$ cat src/rtl/uart_rx_if.sv
// Serial-receive bundle: line and parity configuration in, received word and status out.
// The master side drives the line; the slave side is the receiver.
interface uart_rx_if #(
    parameter int DATA_WIDTH = 8
);
    logic                  RX_IN;
    logic                  Par_en;
    logic                  Par_typ;
    logic [DATA_WIDTH-1:0] P_DATA;
    logic                  Data_valid;
    logic                  par_err;
    logic                  stp_err;
    logic                  Busy;

    modport master (
        output RX_IN, Par_en, Par_typ,
        input  P_DATA, Data_valid, par_err, stp_err, Busy
    );

    modport slave (
        input  RX_IN, Par_en, Par_typ,
        output P_DATA, Data_valid, par_err, stp_err, Busy
    );
endinterface

$ cat src/rtl/uart_rx.sv
// Oversampling UART receiver: majority-voted bit sampling, optional parity,
// single-cycle valid/error pulses issued at the stop-bit decision point.
module uart_rx #(
    parameter int DATA_WIDTH = 8,
    parameter int OVERSAMPLE = 8
) (
    input  logic     clk,
    input  logic     rst,
    uart_rx_if.slave bus
);
    localparam int CW = $clog2(OVERSAMPLE);
    localparam int BW = (DATA_WIDTH > 1) ? $clog2(DATA_WIDTH) : 1;

    localparam logic [CW-1:0] CNT_LO  = CW'(OVERSAMPLE / 2 - 1);
    localparam logic [CW-1:0] CNT_MID = CW'(OVERSAMPLE / 2);
    localparam logic [CW-1:0] CNT_DEC = CW'(OVERSAMPLE / 2 + 1);
    localparam logic [CW-1:0] CNT_END = CW'(OVERSAMPLE - 1);
    localparam logic [BW-1:0] BIT_LAST = BW'(DATA_WIDTH - 1);

    typedef enum logic [2:0] {IDLE, START, DATA, PARITY, STOP} state_e;

    state_e                state, next_state;
    logic                  rx_meta, rx_s;
    logic [CW-1:0]         edge_cnt;
    logic [BW-1:0]         bit_cnt;
    logic                  s_lo, s_mid;
    logic [DATA_WIDTH-1:0] shift_reg;
    logic [DATA_WIDTH:0]   shift_ext;
    logic                  par_en_q, par_typ_q, par_flag;
    logic                  decide, bit_end, bit_val;

    assign decide    = (edge_cnt == CNT_DEC);
    assign bit_end   = (edge_cnt == CNT_END);
    assign bit_val   = (s_lo & s_mid) | (s_lo & rx_s) | (s_mid & rx_s);
    assign shift_ext = {bit_val, shift_reg};
    assign bus.Busy  = (state != IDLE);

    // Synchronizer resets to the idle line level so reset release never looks like a start bit.
    always_ff @(posedge clk or negedge rst) begin
        if (!rst) begin
            rx_meta <= 1'b1;
            rx_s    <= 1'b1;
        end else begin
            // NOTE: clocked state uses non-blocking assignments so every flop samples pre-edge values.
            rx_meta <= bus.RX_IN;
            rx_s    <= rx_meta;
        end
    end

    always_ff @(posedge clk or negedge rst) begin
        if (!rst) state <= IDLE;
        else      state <= next_state;
    end

    always_comb begin
        // NOTE: default first, so no path through the case leaves next_state unassigned (no latch).
        next_state = state;
        case (state)
            IDLE:    if (!rx_s) next_state = START;
            START:   if (decide && bit_val) next_state = IDLE;
                     else if (bit_end)      next_state = DATA;
            DATA:    if (bit_end && bit_cnt == BIT_LAST)
                         next_state = par_en_q ? PARITY : STOP;
            PARITY:  if (bit_end) next_state = STOP;
            STOP:    if (decide) next_state = IDLE;
            default: next_state = IDLE;
        endcase
    end

    always_ff @(posedge clk or negedge rst) begin
        if (!rst) begin
            // NOTE: the data word is reset as well, since P_DATA must read zero out of reset.
            edge_cnt       <= '0;
            bit_cnt        <= '0;
            s_lo           <= 1'b1;
            s_mid          <= 1'b1;
            shift_reg      <= '0;
            par_en_q       <= 1'b0;
            par_typ_q      <= 1'b0;
            par_flag       <= 1'b0;
            bus.P_DATA     <= '0;
            bus.Data_valid <= 1'b0;
            bus.par_err    <= 1'b0;
            bus.stp_err    <= 1'b0;
        end else begin
            bus.Data_valid <= 1'b0;
            bus.par_err    <= 1'b0;
            bus.stp_err    <= 1'b0;

            if (state == IDLE) begin
                edge_cnt <= '0;
                bit_cnt  <= '0;
                if (!rx_s) begin
                    par_en_q  <= bus.Par_en;
                    par_typ_q <= bus.Par_typ;
                    par_flag  <= 1'b0;
                end
            end else begin
                edge_cnt <= bit_end ? '0 : edge_cnt + CW'(1);
                if (edge_cnt == CNT_LO)  s_lo  <= rx_s;
                if (edge_cnt == CNT_MID) s_mid <= rx_s;
            end

            case (state)
                DATA: begin
                    if (decide) shift_reg <= shift_ext[DATA_WIDTH:1];
                    if (bit_end) bit_cnt <= (bit_cnt == BIT_LAST) ? '0 : bit_cnt + BW'(1);
                end
                PARITY: begin
                    if (decide) par_flag <= bit_val ^ (^shift_reg) ^ par_typ_q;
                end
                STOP: begin
                    // A low stop bit outranks a parity error; only a clean frame updates P_DATA.
                    if (decide) begin
                        if (!bit_val)      bus.stp_err <= 1'b1;
                        else if (par_flag) bus.par_err <= 1'b1;
                        else begin
                            bus.P_DATA     <= shift_reg;
                            bus.Data_valid <= 1'b1;
                        end
                    end
                end
                default: ;
            endcase
        end
    end
endmodule

$ cat src/flat_wrapper.sv
// flat-port wrapper written by rule: the top's interface ports become plain ports
module uart_rx_flat 
#(
    parameter int DATA_WIDTH = 8,
    parameter int OVERSAMPLE = 8
)
  (clk, rst, bus_RX_IN, bus_Par_en, bus_Par_typ, bus_P_DATA, bus_Data_valid, bus_par_err, bus_stp_err, bus_Busy);
  uart_rx_if #(.DATA_WIDTH(DATA_WIDTH)) bus_i ();
  input  logic clk;
  input  logic rst;
  input wire logic [$bits(bus_i.RX_IN)-1:0] bus_RX_IN;
  input wire logic [$bits(bus_i.Par_en)-1:0] bus_Par_en;
  input wire logic [$bits(bus_i.Par_typ)-1:0] bus_Par_typ;
  output wire logic [$bits(bus_i.P_DATA)-1:0] bus_P_DATA;
  output wire logic [$bits(bus_i.Data_valid)-1:0] bus_Data_valid;
  output wire logic [$bits(bus_i.par_err)-1:0] bus_par_err;
  output wire logic [$bits(bus_i.stp_err)-1:0] bus_stp_err;
  output wire logic [$bits(bus_i.Busy)-1:0] bus_Busy;
  assign bus_i.RX_IN = bus_RX_IN;
  assign bus_i.Par_en = bus_Par_en;
  assign bus_i.Par_typ = bus_Par_typ;
  assign bus_P_DATA = bus_i.P_DATA;
  assign bus_Data_valid = bus_i.Data_valid;
  assign bus_par_err = bus_i.par_err;
  assign bus_stp_err = bus_i.stp_err;
  assign bus_Busy = bus_i.Busy;
  uart_rx #(.DATA_WIDTH(DATA_WIDTH), .OVERSAMPLE(OVERSAMPLE)) u_core (.clk(clk), .rst(rst), .bus(bus_i));
endmodule
$ cat config.mk
export PLATFORM = sky130hd
export DESIGN_NAME = uart_rx_flat
export DESIGN_NICKNAME = d
export VERILOG_FILES = /design/src/rtl/uart_rx_if.sv /design/src/rtl/uart_rx.sv /design/src/flat_wrapper.sv
export SDC_FILE = /design/constraint.sdc
export NUM_CORES = 1
export LEC_CHECK = 0
export CAP_MARGIN = 0
export CORE_MARGIN = 4
export CORE_UTILIZATION = 55
export CTS_CLUSTER_DIAMETER = 150
export CTS_CLUSTER_SIZE = 25
export DETAILED_ROUTE_END_ITERATION = 12
export DONT_BUFFER_PORTS = 1
export GPL_ROUTABILITY_DRIVEN = 1
export PLACE_DENSITY_LB_ADDON = 0.12
export SETUP_SLACK_MARGIN = 0.3
export SKIP_LAST_GASP = 1
export SYNTH_ARGS = -nofsm -noshare
export SYNTH_HDL_FRONTEND = slang
export SYNTH_SLANG_ARGS = --single-unit
$ cat constraint.sdc
create_clock -name clk -period 1.7 [get_ports clk]
set_input_delay 0.085 -clock clk [delete_from_list [all_inputs] [get_ports clk]]
set_output_delay 0.085 -clock clk [all_outputs]
set_load 0.03 [all_outputs]
## Word-level counts from Yosys, hierarchy flattened

Cells that the tools add are included.
W data, S select, Z words.

- Bits in registers: 35
- Bits of input ports: 5

- Muxes and demuxes: 29
- Equal/unequal tests: 14
- Bitwise logic cells: 10
- Reductions and logical operators: 11
- Add/sub/neg operators: 2

Operator list:

| operator | number |
|---|---|
| $mux W3 | 13 |
| $eq A3 B3 Y1 const B | 5 |
| $mux W1 | 15 |
| $pmux W3 S5 | 1 |
| $eq A3 B2 Y1 const B | 3 |
| $reduce_and A2 Y1 | 4 |
| $reduce_xor A8 Y1 | 1 |
| $add A3 B1 Y3 const B | 2 |
| $ne A2 B1 Y1 const B | 3 |
| $reduce_and A5 Y1 | 1 |
| $reduce_and A4 Y1 | 1 |
| $and A1 B1 Y1 | 3 |
| $eq A3 B1 Y1 const B | 1 |
| $logic_not A3 Y1 | 1 |
| $ne A3 B1 Y1 const B | 1 |
| $not A1 Y1 | 3 |
| $reduce_bool A3 Y1 | 1 |
| $logic_and A1 B1 Y1 | 2 |
| $ne A2 B2 Y1 const B | 1 |
| $or A1 B1 Y1 | 2 |
| $xor A1 B1 Y1 | 2 |

## Depth between registers and ports, before layout

- Depth in word-level cells: 7
- Gate-level depth with buffers: 7
- Mapped depth without buffers: 6

## Worst setup path after synthesis

Ideal clock, no wire load.

- Kind: register -> register
- Start point: reg u_core.state[2]
- End point: reg u_core.par_typ_q
- Cell stages (with the launch flop): 7
- Slack: -0.006 ns
- Buffers on the path: 1
- Arrival time: 1.581 ns
- Required time: 1.575 ns
- Clock period less this slack: 1.706 ns
- Path through: dfrtp_1 -> or2_1 -> buf_2 -> nor2_2 -> inv_2 -> nor2_1 -> mux2_2

- Longest elaborated chain between the ends: 2

Ends and longest elaborated chain:

| item | line | text |
|---|---|---|
| start: declaration | uart_rx.sv:22 | `state_e state, next_state;` |
| start signal: assignment | uart_rx.sv:52 | `else state <= next_state;` |
| $logic_not A3 Y1 | uart_rx.sv:90 | `if (state == IDLE) begin` |
| $reduce_and A2 Y1 (no source line) | n/a |  |
| end signal: assignment | uart_rx.sv:95 | `par_typ_q <= bus.Par_typ;` |
| end: declaration | uart_rx.sv:29 | `logic par_en_q, par_typ_q, par_flag;` |

Every way passes these cells.
A chain may end at the register's enable or synchronous reset.

## Final worst setup path

- Start point: reg u_core.edge_cnt[1]
- End point: reg u_core.bus.P_DATA[5]

- Longest elaborated chain between the ends: 2

Ends and longest elaborated chain:

| item | line | text |
|---|---|---|
| start: declaration | uart_rx.sv:24 | `logic [CW-1:0] edge_cnt;` |
| start signal: assignment | uart_rx.sv:99 | `edge_cnt <= bit_end ? '0 : edge_cnt + CW'(1);` |
| $eq A3 B3 Y1 | uart_rx.sv:32 | `assign decide = (edge_cnt == CNT_DEC);` |
| $reduce_and A4 Y1 (no source line) | n/a |  |
| end signal: assignment | uart_rx.sv:118 | `bus.P_DATA <= shift_reg;` |
| end: declaration | uart_rx_if.sv:22 | `output P_DATA, Data_valid, par_err, stp_err, Busy` |

Every way passes these cells.

==> impl_metrics.toml <==
[outcome]
status = "finished with violations"
violations = "negative setup slack"

[clock_tree]
cts_max_level = 2
clk_pin_slew_ps = 110
root_buffer = "clkbuf_4"
cts_sinks = 35
numCtsBuffers = 5
clk_latency_ps = 340
max-clock-path-buffers = 2
cts_tree = "done"

[final_layout]
syn2layout_area_growth_pct = 33.51
fin_nets = 173
drive_above_1_share_pct = 50.00
num-fill-cells = 190
n_antenna_cell = 0
utilization_pct = 78.01

[drt]
ant_nets = 0
wl_per_cell_um = 16.51
vias_per_cell = 5.606
drt_iter0_drc = 44
wl_um = 3186
routed-via-count = 1082
dr.pass1.iters = 4
remaining_drc_errors = 0

[critical_path]
path_class = "register to register"
cpPeakStageDelay_ps = 420
crit_path_start_kind = "register"
worst_path_max_delay_cell = "dfrtp_1"
crit_required_ps = 1930
endpoint_kind = "register"
cp_cell_sequence = "inv_2, ha_4, and2_4, nand2_4, or3_4, buf_6, mux2_4"
crit_arrival_ps = 1940
worstPathMaxFanout = 4

[floorplan]
die_y_um = 62.59
chipWidth_um = 62.59
design.core.area_sq_um = 2805
die_area_sq_um = 3918
ioPinCount = 17
initial_core_util_pct = 58.43
row_count = 19

[power_and_ir_drop]
p_leak_nw = 1.039
power.density_nw_per_um2 = 1315
ir_drop_uv = 977.6

[timing]
fin_worst_skew_ps = 9.609
maxSlewHeadroom_pct = 78.83
layout_min_cycle_time_ps = 1708
fmax_mhz = 585.5
setup_ws_ps = -7.939
rsz0062_at_grt = "true"
setup_viol_count_final = 7
hold_violations = 0
worstMarginPinSlew_ps = 317.6
maxSlewViolCount = 0
fin_crit_sh_pct = 100.5

[yosys]
synthFlopType = "dfrtp_1"
avgSynthCellArea_sq_um = 12.81
seq_area_frac_synth_pct = 53.74
ys_types = 38
synth-edff-count = 0
async_reset_ff_share_pct = 100.0
synth_top_area_share_pct = 47.33
synth_seq_cells = 35
synth_area_leader_cell = "dfrtp_1"
syn_inst = 128
synth_area_leaders = "dfrtp_1 (47%), mux2_2 (7.6%), mux2_4 (7.3%)"
synth_area_sq_um = 1639
syn_nets = 140
yosys_warnings = 0

[job]
cap_violations = 0

[placement]
place_ws_ps = -21.78
gp_congestion = 0.8218
io_buffers = 0
dp_hpwl_um = 2100

[grt]
grt_overflow_total = 0
grt_pass1_wl_um = 5437
grt_start_max_net_pins = 36
grt_pass1_vias = 1162
track_usage_pct = 17.84
antenna_found_initial = 0

[worst_hold_path]
min_path_type = "input pin to async pin"
final timing paths:
path | start | end | cells after the start | slack, ps
max | u_core.edge_cnt[1]$_DFF_PN0_ | u_core.bus.P_DATA[5]$_DFFE_PN0P_ | 7 | -8
min | rst | u_core.par_flag$_DFF_PN0_ | 2 | 190
max reg2reg | u_core.edge_cnt[1]$_DFF_PN0_ | u_core.bus.P_DATA[5]$_DFFE_PN0P_ | 7 | -8
min reg2reg | u_core.rx_meta$_DFF_PN1_ | u_core.rx_s$_DFF_PN1_ | 0 | 360
max in group asynchronous | rst | u_core.s_lo$_DFFE_PN1P_ | 2 | 1260
min in group clk | bus_RX_IN | u_core.rx_meta$_DFF_PN1_ | 1 | 270
logic make-up after synthesis:
kind of cell,share of synthesized area (%)
AO/OA/AOI/OAI,6.031
multiplexers,15.50
buffers and inverters,3.282
adder cells (fa/ha/maj),6.183
flip-flops,53.74
AND/OR/NAND/NOR,10.15
XOR/XNOR,5.114
cell usage after synthesis, types with 2 or more instances:
library cell,number
xnor2_1,6
dfstp_2,4
nand3_1,4
nor2_2,2
a21oi_1,5
o21ai_0,4
inv_1,8
nand2_1,8
ha_1,7
dfrtp_1,31
mux2_4,8
mux2_2,11
nor2_1,4
nor3b_1,2
area by class of cell:
| class | instances | area (sq um) | area share [%] |
|---|---|---|---|
| sequential | 35 | 882.1 | 40.31 |
| multi-input combinational | 81 | 850.8 | 38.88 |
| timing repair buffer | 29 | 279.0 | 12.75 |
| clock inverter | 2 | 60.06 | 2.744 |
| clock buffer | 6 | 41.29 | 1.887 |
| tap | 31 | 38.79 | 1.772 |
| inverter | 9 | 36.28 | 1.658 |
report_power, final:
| group | switching, mW | leakage (nW) | total, mW | internal, mW |
|---|---|---|---|---|
| combinational | 0.470 | 0.527 | 1.03 | 0.562 |
| sequential | 0.122 | 0.459 | 1.11 | 0.985 |
| clock | 0.279 | 0.0525 | 0.738 | 0.459 |
| total | 0.872 | 1.04 | 2.88 | 2.01 |
critical path, delay by kind of cell (launching register included):
kind                       cells  cell delay (ps)
adders and majority gates      1              120
buffers and inverters          2              240
DFF                            1              420
muxes                          1              290
and+or+nand+nor                3              550
cells in the final DEF (no fill, tap or decap), types with 2 or more instances in the layout:
master / instances
inv_1: 6
ha_2: 2
a21oi_1: 4
dfstp_2: 4
nor3b_1: 2
nand2_4: 2
xnor2_1: 5
nor2_4: 3
buf_6: 7
clkbuf_4: 5
nor2_1: 3
inv_2: 2
buf_4: 16
dfrtp_1: 30
nand3_1: 4
nand2_2: 2
bufinv_16: 2
ha_4: 3
o21ai_0: 2
buf_12: 2
ha_1: 2
dlygate4sd3_1: 4
mux2_4: 18
nand2_1: 5
through the flow:
step                      power, mW  instance area [sq um]  hold WS, ps  TNS, ps  std cells
after detailed placement      1.857                   1823       -209.8   -116.1        170
after global routing          3.061                   2188        196.5   -371.3        193
after floorplan               1.651                   1693       -210.6        0        128
final                         2.878                   2188        194.4   -34.12        193
after CTS                     2.788                   2120        186.6        0        190
after global placement        1.822                   1823       -209.7        0        170
routing by layer:
| metal | share of wire, % | global-route usage, % | wire length (um) |
|---|---|---|---|
| met5 | 0 | 0 | 0 |
| met4 | 2.2 | 6.336 | 70 |
| met3 | 3.9 | 6.475 | 124 |
| met2 | 50 | 30.36 | 1584 |
| met1 | 44 | 20.61 | 1407 |
what timing repair did:
action | in CTS | in global routing
hold buffers | 5 | 0
cloned | 0 | 0
hold endpoints to repair | 38 | 0
endpoints found under the setup margin | 29 | 29
pin swaps | 7 | 6
setup buffers | 7 | 3
resized for setup | 23 | 10
Power figures use the tool's default switching activity.
